### src/rtl/hazard_ctrl_unit_pkg.sv
// Shared types and constants for the hazard/forwarding controller.
// The HAZARD_PERF_CNT_EN build option is handled in the interface and top files.
package hazard_pkg;
  typedef enum logic {RUN = 1'b0, MDU_BUSY = 1'b1} state_e;

  localparam logic [1:0] FWD_RF = 2'b00;
  localparam logic [1:0] FWD_W  = 2'b01;
  localparam logic [1:0] FWD_M  = 2'b10;

  // Wide enough for MDU_LAT-2 with MDU_LAT up to 16.
  localparam int MDU_CNT_W = 4;
endpackage

### src/rtl/hazard_ctrl_unit_if.sv
// Pipeline <-> hazard unit signal bundle.
// HAZARD_PERF_CNT_EN adds the four stall-cause counters.
interface hazard_ctrl_unit_if #(
  parameter int REG_ADDR_W = 5,
  parameter int CNT_W      = 32
) ();
  logic [REG_ADDR_W-1:0] rs_d, rt_d, rs_e, rt_e;
  logic [REG_ADDR_W-1:0] write_reg_e, write_reg_m, write_reg_w;
  logic branch_d, jump_d;
  logic mem_to_reg_e, reg_write_e, mem_to_reg_m, reg_write_m, reg_write_w;
  logic mdu_start_e, mem_req_m, mem_ready_m;
  logic stall_f, stall_d, stall_e, stall_m;
  logic flush_d, flush_e, flush_m, flush_w;
  logic forward_ad, forward_bd;
  logic [1:0] forward_ae, forward_be;
`ifdef HAZARD_PERF_CNT_EN
  logic [CNT_W-1:0] load_stall_cnt, branch_stall_cnt, mdu_stall_cnt, mem_stall_cnt;
`endif

  modport slave (
    input  rs_d, rt_d, rs_e, rt_e, write_reg_e, write_reg_m, write_reg_w,
           branch_d, jump_d, mem_to_reg_e, reg_write_e, mem_to_reg_m,
           reg_write_m, reg_write_w, mdu_start_e, mem_req_m, mem_ready_m,
    output stall_f, stall_d, stall_e, stall_m, flush_d, flush_e, flush_m,
           flush_w, forward_ad, forward_bd, forward_ae, forward_be
`ifdef HAZARD_PERF_CNT_EN
    , output load_stall_cnt, branch_stall_cnt, mdu_stall_cnt, mem_stall_cnt
`endif
  );

  modport master (
    output rs_d, rt_d, rs_e, rt_e, write_reg_e, write_reg_m, write_reg_w,
           branch_d, jump_d, mem_to_reg_e, reg_write_e, mem_to_reg_m,
           reg_write_m, reg_write_w, mdu_start_e, mem_req_m, mem_ready_m,
    input  stall_f, stall_d, stall_e, stall_m, flush_d, flush_e, flush_m,
           flush_w, forward_ad, forward_bd, forward_ae, forward_be
`ifdef HAZARD_PERF_CNT_EN
    , input load_stall_cnt, branch_stall_cnt, mdu_stall_cnt, mem_stall_cnt
`endif
  );
endinterface

### src/rtl/hazard_ctrl_unit_fwd_sel.sv
// Single-operand forwarding comparator: picks M over W over the register file.
// Register 0 never forwards.
module hazard_fwd_sel
  import hazard_pkg::*;
#(
  parameter int REG_ADDR_W = 5
) (
  input  logic [REG_ADDR_W-1:0] src,
  input  logic [REG_ADDR_W-1:0] wrM,
  input  logic                  regWriteM,
  input  logic [REG_ADDR_W-1:0] wrW,
  input  logic                  regWriteW,
  output logic [1:0]            sel
);
  logic srcLive, hitM, hitW;

  assign srcLive = (src != '0);
  assign hitM    = srcLive && (src == wrM) && regWriteM;
  assign hitW    = srcLive && (src == wrW) && regWriteW;
  assign sel     = hitM ? FWD_M : (hitW ? FWD_W : FWD_RF);
endmodule

### src/rtl/hazard_ctrl_unit.sv
// Hazard/forwarding controller for the 5-stage pipeline with MDU and memory-wait stalls.
// HAZARD_PERF_CNT_EN adds saturating per-cause stall counters.
module hazard_ctrl_unit
  import hazard_pkg::*;
#(
  parameter int REG_ADDR_W  = 5,
  parameter int MDU_LAT     = 4,
  parameter int BRANCH_IN_D = 1,
  parameter int CNT_W       = 32
) (
  input  logic          clk,
  input  logic          rst_n,
  hazard_ctrl_unit_if.slave hz
);
  localparam int  NUM_OPS   = 4;
  localparam bit  MDU_MULTI = (MDU_LAT > 1);
  localparam bit  BR_D      = (BRANCH_IN_D != 0);
  localparam logic [MDU_CNT_W-1:0] MDU_LOAD = MDU_CNT_W'((MDU_LAT > 1) ? MDU_LAT - 2 : 0);

  // Operand slots: 0 rs_e, 1 rt_e, 2 rs_d, 3 rt_d. D-stage slots only see M.
  localparam logic [NUM_OPS-1:0] USE_W = 4'b0011;

  logic [NUM_OPS-1:0][REG_ADDR_W-1:0] srcs;
  logic [NUM_OPS-1:0][1:0]            sels;

  assign srcs = {hz.rt_d, hz.rs_d, hz.rt_e, hz.rs_e};

  for (genvar i = 0; i < NUM_OPS; i++) begin : g_fwd
    hazard_fwd_sel #(.REG_ADDR_W(REG_ADDR_W)) u_sel (
      .src       (srcs[i]),
      .wrM       (hz.write_reg_m),
      .regWriteM (hz.reg_write_m),
      .wrW       (hz.write_reg_w),
      .regWriteW (hz.reg_write_w & USE_W[i]),
      .sel       (sels[i])
    );
  end

  logic wrELive, wrMLive, eHitsD, mHitsD;
  logic lwStall, brStall, memWait, mduHold;

  assign wrELive = (hz.write_reg_e != '0);
  assign wrMLive = (hz.write_reg_m != '0);
  assign eHitsD  = (hz.write_reg_e == hz.rs_d) || (hz.write_reg_e == hz.rt_d);
  assign mHitsD  = (hz.write_reg_m == hz.rs_d) || (hz.write_reg_m == hz.rt_d);
  assign lwStall = hz.mem_to_reg_e && wrELive && eHitsD;
  assign brStall = BR_D && hz.branch_d &&
                   ((hz.reg_write_e && wrELive && eHitsD) ||
                    (hz.mem_to_reg_m && wrMLive && mHitsD));
  assign memWait = hz.mem_req_m && !hz.mem_ready_m;

  state_e               state, stateNxt;
  logic [MDU_CNT_W-1:0] mduCnt, mduCntNxt;

  always_ff @(posedge clk or negedge rst_n) begin
    if (!rst_n) begin
      state  <= RUN;
      mduCnt <= '0;
    end else begin
      state  <= stateNxt;
      mduCnt <= mduCntNxt;
    end
  end

  // Counter keeps draining under memWait; only the exit waits for memory.
  always_comb begin
    stateNxt  = state;
    mduCntNxt = mduCnt;
    mduHold   = 1'b0;
    case (state)
      RUN: begin
        mduHold = hz.mdu_start_e && MDU_MULTI;
        if (hz.mdu_start_e && MDU_MULTI && !memWait) begin
          stateNxt  = MDU_BUSY;
          mduCntNxt = MDU_LOAD;
        end
      end
      MDU_BUSY: begin
        mduHold = (mduCnt != '0);
        if (mduCnt != '0) mduCntNxt = mduCnt - MDU_CNT_W'(1);
        if (mduCnt == '0 && !memWait) stateNxt = RUN;
      end
      default: stateNxt = RUN;
    endcase
  end

  logic winMem, winMdu, winLd, winBr, stallD;

  assign winMem = memWait;
  assign winMdu = !memWait && mduHold;
  assign winLd  = !memWait && !mduHold && lwStall;
  assign winBr  = !memWait && !mduHold && brStall;
  assign stallD = winMem || winMdu || winLd || winBr;

  // Every output is forced low while reset is held.
  always_comb begin
    hz.stall_f    = rst_n && stallD;
    hz.stall_d    = rst_n && stallD;
    hz.stall_e    = rst_n && (winMem || winMdu);
    hz.stall_m    = rst_n && winMem;
    hz.flush_d    = rst_n && hz.jump_d && !stallD;
    hz.flush_e    = rst_n && (winLd || winBr);
    hz.flush_m    = rst_n && winMdu;
    hz.flush_w    = rst_n && winMem;
    hz.forward_ae = rst_n ? sels[0] : FWD_RF;
    hz.forward_be = rst_n ? sels[1] : FWD_RF;
    hz.forward_ad = rst_n && BR_D && (sels[2] == FWD_M);
    hz.forward_bd = rst_n && BR_D && (sels[3] == FWD_M);
  end

`ifdef HAZARD_PERF_CNT_EN
  logic [CNT_W-1:0] ldCnt, brCnt, mduStCnt, memCnt;

  always_ff @(posedge clk or negedge rst_n) begin
    if (!rst_n) begin
      ldCnt    <= '0;
      brCnt    <= '0;
      mduStCnt <= '0;
      memCnt   <= '0;
    end else begin
      if (winLd  && ldCnt    != '1) ldCnt    <= ldCnt    + CNT_W'(1);
      if (winBr  && brCnt    != '1) brCnt    <= brCnt    + CNT_W'(1);
      if (winMdu && mduStCnt != '1) mduStCnt <= mduStCnt + CNT_W'(1);
      if (winMem && memCnt   != '1) memCnt   <= memCnt   + CNT_W'(1);
    end
  end

  assign hz.load_stall_cnt   = ldCnt;
  assign hz.branch_stall_cnt = brCnt;
  assign hz.mdu_stall_cnt    = mduStCnt;
  assign hz.mem_stall_cnt    = memCnt;
`endif
endmodule

### src/flat_wrapper.sv
// flat-port wrapper written by rule: the top's interface ports become plain ports
module hazard_ctrl_unit_flat import hazard_pkg::*;
#(
  parameter int REG_ADDR_W  = 5,
  parameter int MDU_LAT     = 4,
  parameter int BRANCH_IN_D = 1,
  parameter int CNT_W       = 32
)
  (clk, rst_n, hz_rs_d, hz_rt_d, hz_rs_e, hz_rt_e, hz_write_reg_e, hz_write_reg_m, hz_write_reg_w, hz_branch_d, hz_jump_d, hz_mem_to_reg_e, hz_reg_write_e, hz_mem_to_reg_m, hz_reg_write_m, hz_reg_write_w, hz_mdu_start_e, hz_mem_req_m, hz_mem_ready_m, hz_stall_f, hz_stall_d, hz_stall_e, hz_stall_m, hz_flush_d, hz_flush_e, hz_flush_m, hz_flush_w, hz_forward_ad, hz_forward_bd, hz_forward_ae, hz_forward_be);
  hazard_ctrl_unit_if #(.REG_ADDR_W(REG_ADDR_W), .CNT_W(CNT_W)) hz_i ();
  input  logic clk;
  input  logic rst_n;
  input wire logic [$bits(hz_i.rs_d)-1:0] hz_rs_d;
  input wire logic [$bits(hz_i.rt_d)-1:0] hz_rt_d;
  input wire logic [$bits(hz_i.rs_e)-1:0] hz_rs_e;
  input wire logic [$bits(hz_i.rt_e)-1:0] hz_rt_e;
  input wire logic [$bits(hz_i.write_reg_e)-1:0] hz_write_reg_e;
  input wire logic [$bits(hz_i.write_reg_m)-1:0] hz_write_reg_m;
  input wire logic [$bits(hz_i.write_reg_w)-1:0] hz_write_reg_w;
  input wire logic [$bits(hz_i.branch_d)-1:0] hz_branch_d;
  input wire logic [$bits(hz_i.jump_d)-1:0] hz_jump_d;
  input wire logic [$bits(hz_i.mem_to_reg_e)-1:0] hz_mem_to_reg_e;
  input wire logic [$bits(hz_i.reg_write_e)-1:0] hz_reg_write_e;
  input wire logic [$bits(hz_i.mem_to_reg_m)-1:0] hz_mem_to_reg_m;
  input wire logic [$bits(hz_i.reg_write_m)-1:0] hz_reg_write_m;
  input wire logic [$bits(hz_i.reg_write_w)-1:0] hz_reg_write_w;
  input wire logic [$bits(hz_i.mdu_start_e)-1:0] hz_mdu_start_e;
  input wire logic [$bits(hz_i.mem_req_m)-1:0] hz_mem_req_m;
  input wire logic [$bits(hz_i.mem_ready_m)-1:0] hz_mem_ready_m;
  output wire logic [$bits(hz_i.stall_f)-1:0] hz_stall_f;
  output wire logic [$bits(hz_i.stall_d)-1:0] hz_stall_d;
  output wire logic [$bits(hz_i.stall_e)-1:0] hz_stall_e;
  output wire logic [$bits(hz_i.stall_m)-1:0] hz_stall_m;
  output wire logic [$bits(hz_i.flush_d)-1:0] hz_flush_d;
  output wire logic [$bits(hz_i.flush_e)-1:0] hz_flush_e;
  output wire logic [$bits(hz_i.flush_m)-1:0] hz_flush_m;
  output wire logic [$bits(hz_i.flush_w)-1:0] hz_flush_w;
  output wire logic [$bits(hz_i.forward_ad)-1:0] hz_forward_ad;
  output wire logic [$bits(hz_i.forward_bd)-1:0] hz_forward_bd;
  output wire logic [$bits(hz_i.forward_ae)-1:0] hz_forward_ae;
  output wire logic [$bits(hz_i.forward_be)-1:0] hz_forward_be;
  assign hz_i.rs_d = hz_rs_d;
  assign hz_i.rt_d = hz_rt_d;
  assign hz_i.rs_e = hz_rs_e;
  assign hz_i.rt_e = hz_rt_e;
  assign hz_i.write_reg_e = hz_write_reg_e;
  assign hz_i.write_reg_m = hz_write_reg_m;
  assign hz_i.write_reg_w = hz_write_reg_w;
  assign hz_i.branch_d = hz_branch_d;
  assign hz_i.jump_d = hz_jump_d;
  assign hz_i.mem_to_reg_e = hz_mem_to_reg_e;
  assign hz_i.reg_write_e = hz_reg_write_e;
  assign hz_i.mem_to_reg_m = hz_mem_to_reg_m;
  assign hz_i.reg_write_m = hz_reg_write_m;
  assign hz_i.reg_write_w = hz_reg_write_w;
  assign hz_i.mdu_start_e = hz_mdu_start_e;
  assign hz_i.mem_req_m = hz_mem_req_m;
  assign hz_i.mem_ready_m = hz_mem_ready_m;
  assign hz_stall_f = hz_i.stall_f;
  assign hz_stall_d = hz_i.stall_d;
  assign hz_stall_e = hz_i.stall_e;
  assign hz_stall_m = hz_i.stall_m;
  assign hz_flush_d = hz_i.flush_d;
  assign hz_flush_e = hz_i.flush_e;
  assign hz_flush_m = hz_i.flush_m;
  assign hz_flush_w = hz_i.flush_w;
  assign hz_forward_ad = hz_i.forward_ad;
  assign hz_forward_bd = hz_i.forward_bd;
  assign hz_forward_ae = hz_i.forward_ae;
  assign hz_forward_be = hz_i.forward_be;
  hazard_ctrl_unit #(.REG_ADDR_W(REG_ADDR_W), .MDU_LAT(MDU_LAT), .BRANCH_IN_D(BRANCH_IN_D), .CNT_W(CNT_W)) u_core (.clk(clk), .rst_n(rst_n), .hz(hz_i));
endmodule
### config.mk
export PLATFORM = sky130hd
export DESIGN_NAME = hazard_ctrl_unit_flat
export DESIGN_NICKNAME = d
export VERILOG_FILES = /design/src/rtl/hazard_ctrl_unit_pkg.sv /design/src/rtl/hazard_ctrl_unit_if.sv /design/src/rtl/hazard_ctrl_unit_fwd_sel.sv /design/src/rtl/hazard_ctrl_unit.sv /design/src/flat_wrapper.sv
export SDC_FILE = /design/constraint.sdc
export NUM_CORES = 1
export LEC_CHECK = 0
export CORE_MARGIN = 2
export CORE_UTILIZATION = 37
export CTS_BUF_LIST = sky130_fd_sc_hd__clkbuf_16
export CTS_CLUSTER_DIAMETER = 100
export CTS_CLUSTER_SIZE = 40
export DETAILED_ROUTE_END_ITERATION = 8
export HOLD_SLACK_MARGIN = 0.15
export PLACE_DENSITY = 0.81
export SYNTH_ARGS = -nofsm -noshare
export SYNTH_HDL_FRONTEND = slang
export SYNTH_SLANG_ARGS = --single-unit
### constraint.sdc
create_clock -name clk -period 2.2 [get_ports clk]
set_input_delay 0.44 -clock clk [delete_from_list [all_inputs] [get_ports clk]]
set_output_delay 0.44 -clock clk [all_outputs]
set_load 0.02 [all_outputs]
==> impl_metrics.csv <==
group,metric,value,unit
critical_path,worstReg2RegEnd,"u_core.mduCnt[0]",
cts,hold_buffers,0,
critical_path,cp.arrival,1790,ps
routing,drt_iter0_drc,28,
global_routing,gr-usage-all-layers,24.8,%
power,power_frac_seq,15.0,%
cts,root_buffer,"clkbuf_16",
yosys,synth_top_area_cell,"xnor2_1",
critical_path,cp_max_fo,4,
yosys,yosys.cell_count.top_type,"xnor2_1",
sta,fmax,0.448,GHz
yosys,synth_fp_nets,174,
critical_path,rrSetupSlack,550,ps
sta,finalSetupViolCount,3,
cts,cts_buffers,3,
critical_path,crit_path_end_kind,"output pin",
sta,skew,2.09,ps
floorplanning,die_y,55.0,um
placed_design,gp_congestion,0.913,
sta,tightest_slew,306,ps
yosys,synth_common_cells,"25 x xnor2_1, 15 x xor2_1, 10 x nor2_1, 7 x nor3_1, 6 x inv_1",
layout,instances_no_fill,255,
sta,finalCritPeriodShare,101,%
placed_design,post-dp-hpwl,2890,um
global_routing,grt_pass1_wl,5450,um
floorplanning,io-pin-count,61,
global_routing,grt-ovfl-total,0,
floorplanning,start_util,38.9,%
floorplanning,row_count,18,
routing,wl_met3,235,um
min_path,hp-class,"register to register",
critical_path,rr_worst_depth,8,
routing,wl,3790,um
layout,nets,274,
global_routing,antenna_found_initial,0,
power,power.density,604,nW/um^2
power,p_leak,0.883,nW
yosys,synth_top_area_share,22.7,%
floorplanning,die_w,55.0,um
yosys,syn_inst,126,
yosys,synthArstFlopShare,100,%
critical_path,worstSetupPathType,"register to output pin",
sta,maxSlewViolCount,0,
yosys,synth.area.top_cells,"xnor2_1 23%, xor2_1 14%, dfrtp_1 13%, nor2_1 3.9%, or4_1 3.9%",
routing,drc,0,
routing,highest_layer,"met4",
yosys,syn_avg_cell_area,7.65,um^2
routing,avgViaCountPerCell,5.13,
cts,cts_tree,"done",
layout,diodes,0,
yosys,synth-warning-count,0,
power,p_int,0.000791,W
yosys,ys_seq_area_share,13.0,%
yosys,synth_top_flop_cell,"dfrtp_1",
global_routing,grt_max_degree,8,
critical_path,critPathCapture,"hz_flush_d",
floorplanning,die-area,3030,um^2
critical_path,critPathLaunch,"u_core.mduCnt[0]",
critical_path,worstPathRequired,1760,ps
routing,wl_met2,2060,um
critical_path,start_kind,"register",
job,max_cap_violations,0,
sta,holdWs,610,ps
routing,wl_met1,1440,um
layout,register_area,125,um^2
sta,worst_slack,-31.3,ps
yosys,synth_cell_type_count,31,
placed_design,portBuffers,60,
status,failed_checks,"setup timing",
cts,htreeDepth,1,
cts,clock_latency,220,ps
layout,area_growth,107,%
sta,period_needed,2230,ps
yosys,synth_seq_cells,5,
critical_path,rr_startpoint,"u_core.mduCnt[0]",
routing,num_vias,1307,
routing,post_drt_wl_per_cell,14.9,um
power,ir_drop,0.876,mV
sta,maxSlewHeadroom,79.4,%
placed_design,place_inst,242,
yosys,netlist_area,963,um^2
routing,dr.pass1.iters,5,
power,p_sw_share,34.3,%
global_routing,grt_pass1_vias,1267,
cts,path_clk_slew,30,ps
layout,n_fill_cell,163,
layout,layout-drive-gt1-share,47.1,%
power,pwr-share-comb,61.1,%
power,switchingPower,0.000414,W
routing,ant_nets,0,
cts,clockBufferDepth,2,
cts,clkSinkCount,5,
power,clockPowerShare,23.9,%
sta,hold_viol,0,
yosys,synth-edff-count,0,
floorplanning,core,2480,um^2
layout,multi_input_area,903,um^2
status,status,"complete, but fails checks",
sta,rsz0062_at_grt,"true",
[timing repair]
item                                    in CTS  in global routing
setup buffers                                2                  7
endpoints found under the setup margin      14                 14
gates resized for setup                    151                 50
pin swaps                                   20                 22
[power by group through the flow]
stage	Combinational (W)	Sequential [W]	Clock [W]
finish	0.000736	0.000181	0.000288
global route	0.000799	0.000184	0.000302
CTS	0.000619	0.000178	0.000293
detailed placement	0.000622	0.000178	0
global placement	0.000604	0.000176	0
floorplan	0.000292	0.000182	0
[state kept, by name, indices dropped and copies added (netlist names)]
register / count
u_core.mduCnt: 4
u_core.state: 1
[stage by stage]
step	instance area [um^2]	total power [W]	setup slack (ps)	utilization, %	setup TNS, ps
after floorplan	982	0.000473	-60.9	-	-60.9
after global placement	1810	0.000780	-799	73.1	-7940
after detailed placement	1810	0.000800	-911	73.1	-8650
after CTS	1880	0.00109	-2.08	75.9	-2.08
after global routing	1990	0.00128	-72.8	80.5	-308
final	1990	0.00120	-31.3	80.5	-35.4
[kinds of logic after synthesis]
| kind of cell | count (synthesis) | synth area share (%) |
|---|---|---|
| buffers and inverters | 13 | 8.31 |
| xor gates and xnor gates | 40 | 36.4 |
| adders and majority gates | 1 | 1.30 |
| DFF | 5 | 13.0 |
| AOI/OAI and AO/OA | 14 | 11.0 |
| and+or+nand+nor | 53 | 30.0 |
[layer usage]
metal,track usage (%),up-vias
met5,0,-
met1,26.2,608
met3,3.49,6
li1,-,639
met4,6.50,0
met2,50.2,54
[layout by cell type, fill, tap and decap left out, types with 3 or more instances in the layout]
master / count
buf_4: 45
xnor2_1: 22
clkdlybuf4s50_1: 14
xor2_1: 13
buf_6: 12
nor2_1: 10
buf_2: 10
dlygate4sd2_1: 10
clkbuf_2: 9
nor3_1: 6
nand2_1: 5
nand3_1: 5
dfrtp_1: 5
inv_1: 4
a21oi_1: 4
xnor2_2: 3
nand4_1: 3
and3_4: 3
or4_1: 3
clkbuf_16: 3
[worst min path at each step]
stage / startpoint / to / slack, ps / cells past startpoint
floorplan: rst_n / u_core.mduCnt[0] / 140 / 0
global placement: u_core.mduCnt[0] / u_core.mduCnt[0] / 560 / 2
detailed placement: u_core.mduCnt[0] / u_core.mduCnt[0] / 580 / 2
CTS: u_core.mduCnt[0] / u_core.mduCnt[0] / 580 / 2
global route: u_core.state / u_core.mduCnt[1] / 620 / 1
finish: u_core.state / u_core.mduCnt[1] / 610 / 1
[area by class of cell]
class / count / share of cell area [%]
Multi-Input combinational cell: 108 / 45.3
Timing Repair Buffer: 102 / 41.3
Sequential cell: 5 / 6.28
Clock buffer: 3 / 3.77
Tap cell: 30 / 1.88
Inverter: 6 / 1.26
Clock inverter: 1 / 0.188
[worst max-delay path, cell delays in order (launching register included)]
cell and delay, ps:
dfrtp_1 380, inv_2 80, ha_4 130, inv_4 40
o31ai_4 230, and3_4 240, and3_4 180, and3_4 180
buf_6 110
(Power assumes the default switching activity.)
